**src/rtl/jtopl_pkg.sv**
```systemverilog
`default_nettype none
// ============================================================================
// Module  : jtopl_pkg
// Brief   : Shared constants and helpers for the OPL phase generator: slot
//           count, slot index width and the x2 frequency multiplier table.
// Revision: 1.0 - initial release
// ============================================================================
package jtopl_pkg;

    localparam int c_FNUM_W  = 10;
    localparam int c_PHINC_W = 17;
    localparam int c_PROD_W  = 22;

    // Total number of time slots serviced by one generator
    function automatic int num_slots(input int ch, input int ops);
        return ch * ops;
    endfunction

    // Index width for a slot counter; never narrower than one bit
    function automatic int slot_w(input int slots);
        return (slots > 1) ? $clog2(slots) : 1;
    endfunction

    // Multiplier code to twice the frequency factor (0.5x is stored as 1)
    function automatic logic [4:0] mul_x2(input logic [3:0] mul);
        logic [4:0] f;
        case (mul)
            4'd0:    f = 5'd1;
            4'd1:    f = 5'd2;
            4'd2:    f = 5'd4;
            4'd3:    f = 5'd6;
            4'd4:    f = 5'd8;
            4'd5:    f = 5'd10;
            4'd6:    f = 5'd12;
            4'd7:    f = 5'd14;
            4'd8:    f = 5'd16;
            4'd9:    f = 5'd18;
            4'd10:   f = 5'd20;
            4'd11:   f = 5'd20;
            4'd12:   f = 5'd24;
            4'd13:   f = 5'd24;
            4'd14:   f = 5'd30;
            default: f = 5'd30;
        endcase
        return f;
    endfunction

endpackage
`default_nettype wire

```
**src/rtl/jtopl_sh_rst.sv**
```systemverilog
`default_nettype none
// ============================================================================
// Module  : jtopl_sh_rst
// Brief   : Clock-enabled shift register with synchronous active-high clear.
//           Used as the per-slot storage loop of the phase generator.
// Revision: 1.0 - initial release
// ============================================================================
module jtopl_sh_rst #(
    parameter int WIDTH  = 5,
    parameter int STAGES = 32
) (
    input  logic             clk,
    input  logic             rst,
    input  logic             cen,
    input  logic [WIDTH-1:0] din,
    output logic [WIDTH-1:0] drop
);

    logic [WIDTH-1:0] r_bits [STAGES];

    // Shift one position per enable; clear overrides the enable
    always_ff @(posedge clk) begin
        if (rst) begin
            for (int i = 0; i < STAGES; i++) r_bits[i] <= '0;
        end else if (cen) begin
            r_bits[0] <= din;
            for (int i = 1; i < STAGES; i++) r_bits[i] <= r_bits[i-1];
        end
    end

    assign drop = r_bits[STAGES-1];

endmodule
`default_nettype wire

```
**src/rtl/jtopl_pg_mux.sv**
```systemverilog
`default_nettype none
// ============================================================================
// Module  : jtopl_pg_mux
// Brief   : Parametrised time-multiplexed phase generator. Stage I applies
//           vibrato and block shift, stage II the multiplier, stage III the
//           accumulation against a per-slot storage loop; the post-update
//           phase is registered out three enables after stage I.
// Revision: 1.0 - initial release
// ============================================================================
module jtopl_pg_mux
    import jtopl_pkg::*;
#(
    parameter int CH   = 9,
    parameter int OPS  = 2,
    parameter int PHW  = 20,
    parameter int OUTW = 10,
    localparam int SLOTS = num_slots(CH, OPS),
    localparam int SW    = slot_w(SLOTS)
) (
    input  logic            clk,
    input  logic            rst,
    input  logic            cenop,
    input  logic [9:0]      fnum_I,
    input  logic [2:0]      block_I,
    input  logic [2:0]      lfo_pos_I,
    input  logic            viben_I,
    input  logic            vib_dep,
    input  logic            nts,
    input  logic [3:0]      mul_II,
    input  logic            keyon_II,
    input  logic            pg_rst_II,
    input  logic            test_frz,
    output logic [3:0]      keycode_II,
    output logic [SW-1:0]   slot_IV,
    output logic            zero_IV,
    output logic [OUTW-1:0] phase_IV
);

    logic [SW-1:0]           r_cnt;
    logic [SW-1:0]           r_slot_II;
    logic [c_PHINC_W-1:0]    r_phinc_II;
    logic [SW-1:0]           r_slot_III;
    logic [PHW-1:0]          r_inc_III;
    logic                    r_keyon_III;
    logic                    r_pgrst_III;
    logic                    r_frz_III;
    logic [SW-1:0]           r_slot_acc;
    logic [OUTW-1:0]         r_phase_acc;

    logic [2:0]              w_vib_r;
    logic [10:0]             w_fnum_v;
    logic [c_PHINC_W-1:0]    w_phinc_I;
    logic [c_PROD_W-1:0]     w_prod;
    logic [PHW-1:0]          w_inc_II;
    logic                    w_hist_old;
    logic [PHW-1:0]          w_acc_old;
    logic [PHW-1:0]          w_acc_new;
    logic [PHW:0]            w_loop_in;
    logic [PHW:0]            w_loop_out;
    logic                    w_loop_rst;

    // Stage I: vibrato offset on fnum, then octave shift into the increment
    always_comb begin
        w_vib_r = fnum_I[9:7];
        if (lfo_pos_I[0]) w_vib_r = w_vib_r >> 1;
        if (!vib_dep)     w_vib_r = w_vib_r >> 1;
        if (lfo_pos_I[1:0] == 2'd0 || !viben_I) w_vib_r = 3'd0;
        // the offset is at most fnum[9:7], so subtraction cannot wrap
        w_fnum_v  = lfo_pos_I[2] ? ({1'b0, fnum_I} - 11'(w_vib_r))
                                 : ({1'b0, fnum_I} + 11'(w_vib_r));
        w_phinc_I = c_PHINC_W'(({7'd0, w_fnum_v} << block_I) >> 1);
    end

    // Stage II: apply the x2 multiplier table and halve
    always_comb begin
        w_prod   = c_PROD_W'(r_phinc_II) * c_PROD_W'(mul_x2(mul_II));
        w_inc_II = PHW'(w_prod >> 1);
    end

    // Stage III: accumulate against the slot's stored phase; resets beat freeze
    always_comb begin
        w_hist_old = w_loop_out[PHW];
        w_acc_old  = w_loop_out[PHW-1:0];
        w_acc_new  = w_acc_old + r_inc_III;
        if (r_frz_III) w_acc_new = w_acc_old;
        if (r_pgrst_III || (r_keyon_III && !w_hist_old)) w_acc_new = '0;
        w_loop_in  = {r_keyon_III, w_acc_new};
    end

    assign w_loop_rst = ~rst;

    // One entry per slot; the value read out belongs to the slot now in stage III
    jtopl_sh_rst #(
        .WIDTH  (PHW + 1),
        .STAGES (SLOTS)
    ) u_loop (
        .clk  (clk),
        .rst  (w_loop_rst),
        .cen  (cenop),
        .din  (w_loop_in),
        .drop (w_loop_out)
    );

    // Slot counter and pipeline registers, all advanced by the operator enable
    always_ff @(posedge clk) begin
        if (!rst) begin
            r_cnt       <= '0;
            r_slot_II   <= '0;
            r_phinc_II  <= '0;
            keycode_II  <= '0;
            r_slot_III  <= '0;
            r_inc_III   <= '0;
            r_keyon_III <= 1'b0;
            r_pgrst_III <= 1'b0;
            r_frz_III   <= 1'b0;
            r_slot_acc  <= '0;
            r_phase_acc <= '0;
            slot_IV     <= '0;
            phase_IV    <= '0;
        end else if (cenop) begin
            r_cnt       <= (r_cnt == SW'(SLOTS - 1)) ? '0 : r_cnt + SW'(1);
            r_slot_II   <= r_cnt;
            r_phinc_II  <= w_phinc_I;
            keycode_II  <= {block_I, nts ? fnum_I[8] : fnum_I[9]};
            r_slot_III  <= r_slot_II;
            r_inc_III   <= w_inc_II;
            r_keyon_III <= keyon_II;
            r_pgrst_III <= pg_rst_II;
            r_frz_III   <= test_frz;
            r_slot_acc  <= r_slot_III;
            r_phase_acc <= w_acc_new[PHW-1 -: OUTW];
            slot_IV     <= r_slot_acc;
            phase_IV    <= r_phase_acc;
        end
    end

    assign zero_IV = (slot_IV == '0);

endmodule
`default_nettype wire

```
**config.mk**
```make
export PLATFORM = sky130hd
export DESIGN_NAME = jtopl_pg_mux
export DESIGN_NICKNAME = d
export VERILOG_FILES = /design/src/rtl/jtopl_pkg.sv /design/src/rtl/jtopl_sh_rst.sv /design/src/rtl/jtopl_pg_mux.sv
export SDC_FILE = /design/constraint.sdc
export NUM_CORES = 1
export LEC_CHECK = 0
export BUFFER_PORTS_ARGS = -buffer_cell sky130_fd_sc_hd__buf_2
export CORE_AREA = 2 2 204 206
export CTS_CLUSTER_SIZE = 28
export DETAILED_ROUTE_END_ITERATION = 10
export DIE_AREA = 0 0 206 208
export PLACE_DENSITY = 0.82
export SYNTH_ARGS = -nofsm -noshare
export SYNTH_HDL_FRONTEND = slang
export SYNTH_SLANG_ARGS = --single-unit
```
**constraint.sdc**
```tcl
create_clock -name clk -period 12 [get_ports clk]
set_clock_uncertainty 0.05 [all_clocks]
set_input_delay 1.2 -clock clk [delete_from_list [all_inputs] [get_ports clk]]
set_output_delay 1.2 -clock clk [all_outputs]
set_load 0.05 [all_outputs]
```
Word level (Yosys, flattened, before mapping)

Memories as Yosys holds them, arrays and structs flattened.
Index checks and enable logic that the tools add are counted.

Flip-flop bits (word level): 89
RAM bits: 378
Memory bits (read-only): 80
Memories: 2

Memories:

| memory           | depth | width | rd ports | clocked after Yosys merged registers in | wr ports | RTL line           | source |
|---|---|---|---|---|---|---|---|
| u_loop.r_bits    | 18    | 21    | 18       | 0                                       | 18       | jtopl_sh_rst.sv:19 | `logic [WIDTH-1:0] r_bits [STAGES];` |
| (name not given) | 16    | 5     | 1        | 0                                       | 0        | jtopl_pkg.sv:27    | `case (mul)` |

Add/subtract/negate cells: 4
Multipliers: 1
Equal/unequal tests: 1
Shifts and indexed selects: 1
Multiplexer cells: 30
Bitwise gates (word level): 18
Reduce and logical (&&, ||, !) cells: 7

Operator list:

| kind                                                           | count |
|---|---|
| 21-bit two-way mux                                             | 18 |
| 20-bit two-way mux                                             | 2 |
| 17-bit by 5-bit multiplier with 21-bit output                  | 1 |
| 20-bit adder                                                   | 1 |
| 1-bit OR                                                       | 18 |
| 11-bit by 3-bit << shifter with 18-bit output                  | 1 |
| 10-bit by 3-bit adder with 11-bit output                       | 1 |
| 11-bit two-way mux                                             | 1 |
| 10-bit by 3-bit subtractor with 11-bit output                  | 1 |
| 3-bit two-way mux                                              | 3 |
| 5-bit by 1-bit adder with 5-bit output (second input constant) | 1 |
| 5-bit == test (second input constant)                          | 1 |
| 5-bit logical NOT                                              | 1 |
| 1-bit two-way mux                                              | 5 |
| 5-bit two-way mux                                              | 1 |
| 1-bit logical NOT                                              | 2 |
| 2-bit logical NOT                                              | 1 |
| 1-bit logical OR                                               | 2 |
| 1-bit logical AND                                              | 1 |

Depth between registers and ports, before layout

Gate-level depths: netlist (run 1).

Depth in word-level cells: 6
Depth in mapped cells: 17
Depth with buffers taken out: 16

By module

From an unflattened synthesis (run 1), not the netlist that was laid out.

Cells, all modules: 1918
Area total of the unflattened synthesis: 24046.8 um^2

Modules (own cells, without submodules):

| module       | times used | cells an instance | area each (um^2) |
|---|---|---|---|
| jtopl_sh_rst | 1          | 862               | 15521.1 |
| jtopl_pg_mux | 1          | 1056              | 8525.7 |

Worst setup path after synthesis (run 1)

No wires, ideal clock.

Kind: input-to-reg
From: input rst
To: memory u_loop.r_bits[0][0] (netlist name) (enable)
Setup time: 0.725 ns
Arrival: 8.792 ns
Data required time: 11.225 ns
Slack: 2.433 ns
Stages: 3
Path through: nor2b_1 -> clkbuf_1 -> inv_1

RTL lines:

| what        | RTL line           | source |
|---|---|---|
| from (decl) | jtopl_pg_mux.sv:21 | `input logic rst,` |
| to (decl)   | jtopl_sh_rst.sv:19 |  |

Worst setup path in the final report (run 1)

From: input mul_II[3]
To: register r_inc_III[19]

Word-level cells in the longest chain between the ends: 2

Ends and longest elaborated chain:

| what                                          | RTL line            | source |
|---|---|---|
| from (decl)                                   | jtopl_pg_mux.sv:29  | `input logic [3:0] mul_II,` |
| memory read 16 x 5 bit                        | n/a                 |  |
| 17-bit by 5-bit multiplier with 21-bit output | jtopl_pg_mux.sv:76  | `w_prod = c_PROD_W'(r_phinc_II) * c_PROD_W'(mul_x2(mul_II));` |
| to (signal assigned)                          | jtopl_pg_mux.sv:126 | `r_inc_III <= w_inc_II;` |
| to (decl)                                     | jtopl_pg_mux.sv:43  | `logic [PHW-1:0] r_inc_III;` |

No other way between the ends.
A chain may end at the register's enable or synchronous reset.

==> results of run 1 <==
-- metrics by stage --
| stage | instances | total power, W | utilization |
|---|---|---|---|
| 2_1_floorplan | 1794 | 0.00221 | - |
| 3_3_place_gp | 2265 | 0.00228 | 0.559 |
| 3_5_place_dp | 2265 | 0.00229 | 0.559 |
| 4_1_cts | 2346 | 0.00367 | 0.594 |
| 5_1_grt | 2346 | 0.00378 | 0.594 |
| 6_report | 2346 | 0.00364 | 0.594 |
-- metal layers --
layer  up-vias  wire [um]  GRT usage
li1       6539          -          -
met1      6755      19700      0.283
met2       224      20000      0.315
met3        65       1790     0.0381
met4         0        999     0.0567
met5         -          0          0
-- cell families after synthesis --
| family | after synthesis | share of synthesized area |
|---|---|---|
| buf+inv | 203 | 0.0348 |
| flops | 467 | 0.595 |
| simple gates | 717 | 0.188 |
| mux | 59 | 0.0270 |
| xor+xnor | 31 | 0.0123 |
| fa+ha+maj | 108 | 0.0768 |
| compound gates | 209 | 0.0671 |
-- synth_stat cells (4+ instances only) --
cell type	count	area (um^2)
a211oi_1	6	45.0
a21o_1	12	90.1
a21oi_1	49	245
a31o_2	4	35.0
a31oi_1	10	62.6
a32oi_1	5	43.8
and2_1	46	288
and3_1	365	2280
buf_1	4	15.0
buf_2	5	25.0
clkbuf_1	113	424
dfxtp_1	89	1780
edfxtp_1	378	11400
fa_1	46	921
ha_1	62	776
inv_1	80	300
mux2_2	4	45.0
mux2i_1	55	551
nand2_1	90	338
nand2b_1	11	68.8
nand3_1	29	145
nand3b_1	5	37.5
nand4_1	6	37.5
nor2_1	44	165
nor2b_1	66	413
nor3_1	22	110
o211a_1	5	50.1
o211ai_1	11	82.6
o21a_1	10	75.1
o21ai_0	35	175
o21ai_1	9	45.0
o21ai_2	4	35.0
o311ai_1	5	43.8
o31ai_1	7	52.6
o31ai_2	4	50.1
or2_2	6	37.5
or3_1	5	31.3
xnor2_1	20	175
xor2_1	11	96.3
-- flip-flops by register name, summed over array words and instances (netlist names) --
| register | count |
|---|---|
| r_keyon_III | 1 |
| r_frz_III | 1 |
| r_slot_acc | 5 |
| r_inc_III | 20 |
| r_phinc_II | 17 |
| phase_IV | 10 |
| keycode_II | 4 |
| slot_IV | 5 |
| r_cnt | 5 |
| r_pgrst_III | 1 |
| r_slot_III | 5 |
| r_phase_acc | 10 |
| u_loop.r_bits | 378 |
| r_slot_II | 5 |
-- worst reg2reg max path, cell delays in order, from the launching register on --
cell,delay [ps]
dfxtp_1,510
and2_1,210
fa_1,450
fa_1,550
inv_1,60
fa_1,530
inv_1,50
ha_1,360
nand2_1,90
o21ai_0,310
a311oi_2,110
o31ai_2,410
a21oi_2,110
mux2i_1,130
and3_1,190
-- layout make-up --
type                    instances  area, um^2  area share
flip-flops and latches        467       13100       0.545
multi-input cells            1124        8200       0.340
clock buffers                  57        1240      0.0517
well taps                     532         666      0.0276
repair buffers                 61         357      0.0148
inverters                      81         312      0.0129
clock inverters                24         194     0.00805
-- power by group through the flow --
stage	registers, W	clock network, W	logic [W]
final	0.00189	0.00138	0.000364
after global routing	0.00190	0.00147	0.000411
after CTS	0.00189	0.00141	0.000366
after detailed placement	0.00193	0	0.000364
after global placement	0.00192	0	0.000355
after floorplan	0.00193	0	0.000278
-- path summary, 6_finish.rpt --
check                           slack, ps           start        endpoint
worst min-delay path                  420  r_phase_acc[0]  r_phase_acc[0]
worst max register to register       7770  r_phinc_II[10]   r_inc_III[19]
worst max-delay path                 7260       mul_II[3]   r_inc_III[19]
worst min register to register        420  r_phase_acc[0]  r_phase_acc[0]
==> flow_metrics.py, run 1 <==
metrics = {
    "setup_path": {
        "start_kind": "input port",
        "worstSetupPathType": "in2reg",
        "crit_top_cell": "fa_1",
        "endpoint_kind": "flip-flop",
        "r2r_cells": 14,
        "cp.depth": 14,
        "crit_chain": "buf_2 -> nand2_1 -> fa_1 -> fa_1 -> fa_1 -> inv_1 -> ha_1 -> a211oi_1 -> o21ai_2 -> a311oi_2 -> o31ai_2 -> a21oi_2 -> mux2i_1 -> and3_1",
        "cp_top_family": "adder cells",
        "cp_num_buf_inv": 2,
        "cp_data_required_time_ps": 12450,
        "crit_path_max_fanout": 20,
        "slowest_stage": "fa_1",
        "critPathArrivalTime_ps": 5190,
        "cp_slowest_stage_delay_ps": 540,
    },
    "power_and_ir_drop": {
        "p_seq_frac": 0.520,
        "leakagePower_nw": 10.9,
        "combinationalPowerShare": 0.100,
        "switching_share": 0.240,
        "p_int_w": 0.00276,
        "clkPwrFrac": 0.380,
        "ir_drop_uv": 102,
        "powerDensity_nw_per_um2": 151,
        "p_switching_w": 0.000875,
    },
    "place": {
        "hpwl_mm": 26.0,
        "port_buffers": 48,
        "dpl-instance-area_um2": 22700,
        "preCtsSetupSlack_ps": 6660,
        "place_congestion": 0.882,
    },
    "sta": {
        "period_share": 0.395,
        "worst-slew-pin-transition_ps": 1120,
        "setup_tns_ps": 0,
        "rsz0062_at_grt": "false",
        "slew_headroom": 0.255,
        "fmax_ghz": 0.211,
        "hold_slack_ps": 425,
        "post-route-min-period_ps": 4740,
        "finalHoldViolCount": 0,
        "worst_slack_ps": 7260,
        "slew_viol_final": 0,
        "setup_viol": 0,
    },
    "yosys": {
        "synth_ff_type": "edfxtp_1",
        "avgSynthCellArea_um2": 12.3,
        "synthCells": 1794,
        "yosysWarnings": 0,
        "synth-seq-area-share": 0.595,
        "ys_seq_elements": 467,
        "synth.distinct_cells": 77,
        "synthArstFlopShare": 0,
        "synth_fp_nets": 1931,
        "netlist_area_um2": 22100,
        "synth_edf_count": 378,
    },
    "floorplanning": {
        "die_h_um": 208,
        "core_um2": 40600,
        "rows": 74,
        "start_util": 0.545,
        "io_pins": 49,
        "die_w_um": 206,
        "die_area_um2": 42800,
    },
    "cells_and_area": {
        "fin_nets": 1919,
        "drive_above_1_share": 0.0948,
        "syn_to_final_growth_pct": 9.11,
        "fillerInstances": 3053,
        "mostFrequentLayoutCell": "edfxtp_1",
        "final_cell_mix": "edfxtp_1 (378), and3_1 (365), nand2_1 (90)",
        "final_area_um2": 24100,
        "diodes": 0,
    },
    "drt": {
        "first_iter_violations": 1246,
        "antenna_left": 0,
        "route.detailed.drc": 0,
        "firstDrtPassIters": 5,
        "detail_route.wl_per_cell_um": 18.1,
        "wl_mm": 42.5,
        "via_count": 13600,
        "avgViaCountPerCell": 5.79,
    },
    "global_routing": {
        "antenna_found_initial": 1,
        "grt_usage": 0.200,
        "globalRoute.totalOverflow": 0,
        "grt_pass1_vias": 13400,
        "grt_max_degree": 151,
        "grt_pass1_wl_mm": 69.1,
    },
    "cts": {
        "cts_sinks": 467,
        "cts_hold_buf": 0,
        "cts_max_path_buffers": 3,
        "cts_setup_buffers": 0,
        "clockRootBuffer": "clkbuf_16",
        "numCtsBuffers": 47,
        "clk_latency_ps": 570,
        "path_clk_slew_ps": 60,
        "cts_resized": 0,
        "tritoncts": "built",
        "htree_levels": 2,
    },
    "run": {
        "maxCapViolCount": 0,
    },
    "outcome": {
        "status": "completed",
    },
    "min_path": {
        "min_path_type": "reg2reg",
        "min_path_cells": 1,
    },
}
Note: power is estimated with default switching activity, not from simulation.
==> run 2: changes to the inputs <==
clock period = 4.69 ns   (was 12 ns; I/O delays follow)
==> flow_metrics.py, run 2 (synthesis results as in run 1) <==
metrics = {
    "setup_path": {
        "endpoint_kind": "flip-flop",
        "worstSetupPathType": "reg2reg",
        "crit_path_max_fanout": 6,
        "r2r_cells": 14,
        "reg2reg_to": "r_inc_III[8]",
        "cp_data_required_time_ps": 5070,
        "reg2reg_slack_ps": 420,
        "start_kind": "flip-flop",
        "critPathArrivalTime_ps": 4650,
        "r2r-start": "r_phinc_II[2]",
    },
    "cells_and_area": {
        "seq_area_um2": 13100,
        "drive_above_1_share": 0.0877,
        "mostFrequentLayoutCell": "edfxtp_1",
        "fin_nets": 1914,
        "syn_to_final_growth_pct": 9.41,
        "final_area_um2": 24200,
        "largest_reg_flops": 378,
        "diodes": 0,
        "multi_input_area_um2": 8200,
        "final_cell_mix": "edfxtp_1 (378), and3_1 (365), nand2_1 (90)",
        "reg.largest.list": "u_loop.r_bits: 378 flops, r_inc_III: 20 flops, r_phinc_II: 17 flops",
        "fillerInstances": 3101,
        "largest-register": "u_loop.r_bits",
    },
    "global_routing": {
        "grt_pass1_wl_mm": 67.7,
        "grt_max_degree": 347,
        "grt_usage": 0.195,
        "globalRoute.totalOverflow": 0,
        "antenna_found_initial": 0,
        "grt_pass1_vias": 13000,
    },
    "power_and_ir_drop": {
        "p_total_w": 0.00943,
        "ir_drop_uv": 223,
        "leakagePower_nw": 10.9,
        "powerDensity_nw_per_um2": 390,
    },
    "cts": {
        "htree_levels": 2,
        "path_clk_slew_ps": 60,
        "clockRootBuffer": "clkbuf_16",
        "clk_latency_ps": 570,
        "cts_setup_buffers": 0,
        "numCtsBuffers": 45,
        "cts_hold_buf": 0,
        "tritoncts": "built",
        "cts_sinks": 467,
        "cts_max_path_buffers": 3,
        "cts_resized": 0,
    },
    "min_path": {
        "hold_end": "r_keyon_III",
        "min_path_cells": 3,
        "worstHoldStart": "keyon_II",
        "min_path_type": "in2reg",
    },
    "floorplanning": {
        "start_util": 0.545,
        "die_h_um": 208,
        "die_area_um2": 42800,
        "core_um2": 40600,
        "io_pins": 49,
        "die_w_um": 206,
        "rows": 74,
    },
    "drt": {
        "avgViaCountPerCell": 5.74,
        "detail_route.wl_per_cell_um": 17.7,
        "route.detailed.drc": 0,
        "via_count": 13500,
        "wl_mm": 41.5,
        "first_iter_violations": 1144,
        "firstDrtPassIters": 5,
        "antenna_left": 0,
    },
    "run": {
        "maxCapViolCount": 0,
    },
    "place": {
        "place_congestion": 0.891,
        "port_buffers": 48,
        "dpl-instance-area_um2": 22700,
        "hpwl_mm": 24.9,
    },
    "sta": {
        "finalHoldViolCount": 0,
        "post-route-min-period_ps": 4270,
        "hold_slack_ps": 123,
        "slew_viol_final": 0,
        "setup_viol": 0,
        "slew_headroom": 0.198,
        "fmax_ghz": 0.234,
        "worst-slew-pin-transition_ps": 1200,
        "period_share": 0.910,
        "rsz0062_at_grt": "false",
    },
    "outcome": {
        "status": "completed",
    },
}
## run 2: cell count changes in the layout (fill, tap and decap cells not counted), moves of 3 or more
cell / before / now
buf_4: 13 / 6
bufinv_16: 2 / 5
clkbuf_1: 8 / 14
buf_12: 0 / 4
clkinv_2: 12 / 5
clkinv_1: 4 / 10
## run 2: area by class of cell
type | count | share of cell area
well taps | 532 | 0.0275
flip-flops and latches | 467 | 0.543
clock buffers | 62 | 0.0514
multi-input cells | 1124 | 0.339
repair buffers | 58 | 0.0159
inverters | 81 | 0.0127
clock inverters | 21 | 0.00963
## run 2: how the worst max path moves through the flow
stage | from | to | slack [ps] | cells past startpoint
after floorplan | rst | u_loop.r_bits[0][0] | -2180 | 3
after global placement | mul_II[3] | r_inc_III[19] | 140 | 16
final | r_phinc_II[2] | r_inc_III[8] | 420 | 14
after detailed placement | mul_II[3] | r_inc_III[19] | 80 | 16
after CTS | r_phinc_II[2] | r_inc_III[8] | 470 | 14
after global routing | r_phinc_II[2] | r_inc_III[8] | 150 | 14
## run 2: critical path, stage by stage (launching register included)
cell and delay [ps]:
dfxtp_1 460, and2_1 190, fa_1 450, fa_1 540, inv_1 50, fa_1 530, inv_1 40, ha_1 350
a21oi_1 170, o22ai_1 170, o21ai_0 420, nand2b_1 100, a21oi_1 230, xor2_1 260, o21ai_0 120
## run 2: per-stage QoR
| stage | util | setup TNS (ps) | worst slack, ps | instances |
|---|---|---|---|---|
| 5_1_grt | 0.596 | 0 | 153 | 2345 |
| 3_3_place_gp | 0.560 | 0 | 144 | 2262 |
| 3_5_place_dp | 0.560 | 0 | 79.0 | 2262 |
| 6_report | 0.596 | 0 | 421 | 2345 |
| 4_1_cts | 0.596 | 0 | 467 | 2345 |
| 2_1_floorplan | - | -824850 | -2180 | 1794 |
## run 2: metal layers
layer  wire length (um)  GRT usage  up-vias
li1                   -          -     6545
met1              20000      0.289     6624
met2              19000      0.300      237
met3               1650     0.0349       56
met4                750     0.0468        0
met5                  0          0        -
## run 2: where the power goes
part | total, W | internal [W] | switching [W] | leakage [nW]
Clock | 0.00365 | 0.00213 | 0.00152 | 0.714
Combinational | 0.000937 | 0.000344 | 0.000592 | 5.31
Sequential | 0.00484 | 0.00474 | 0.000107 | 4.92
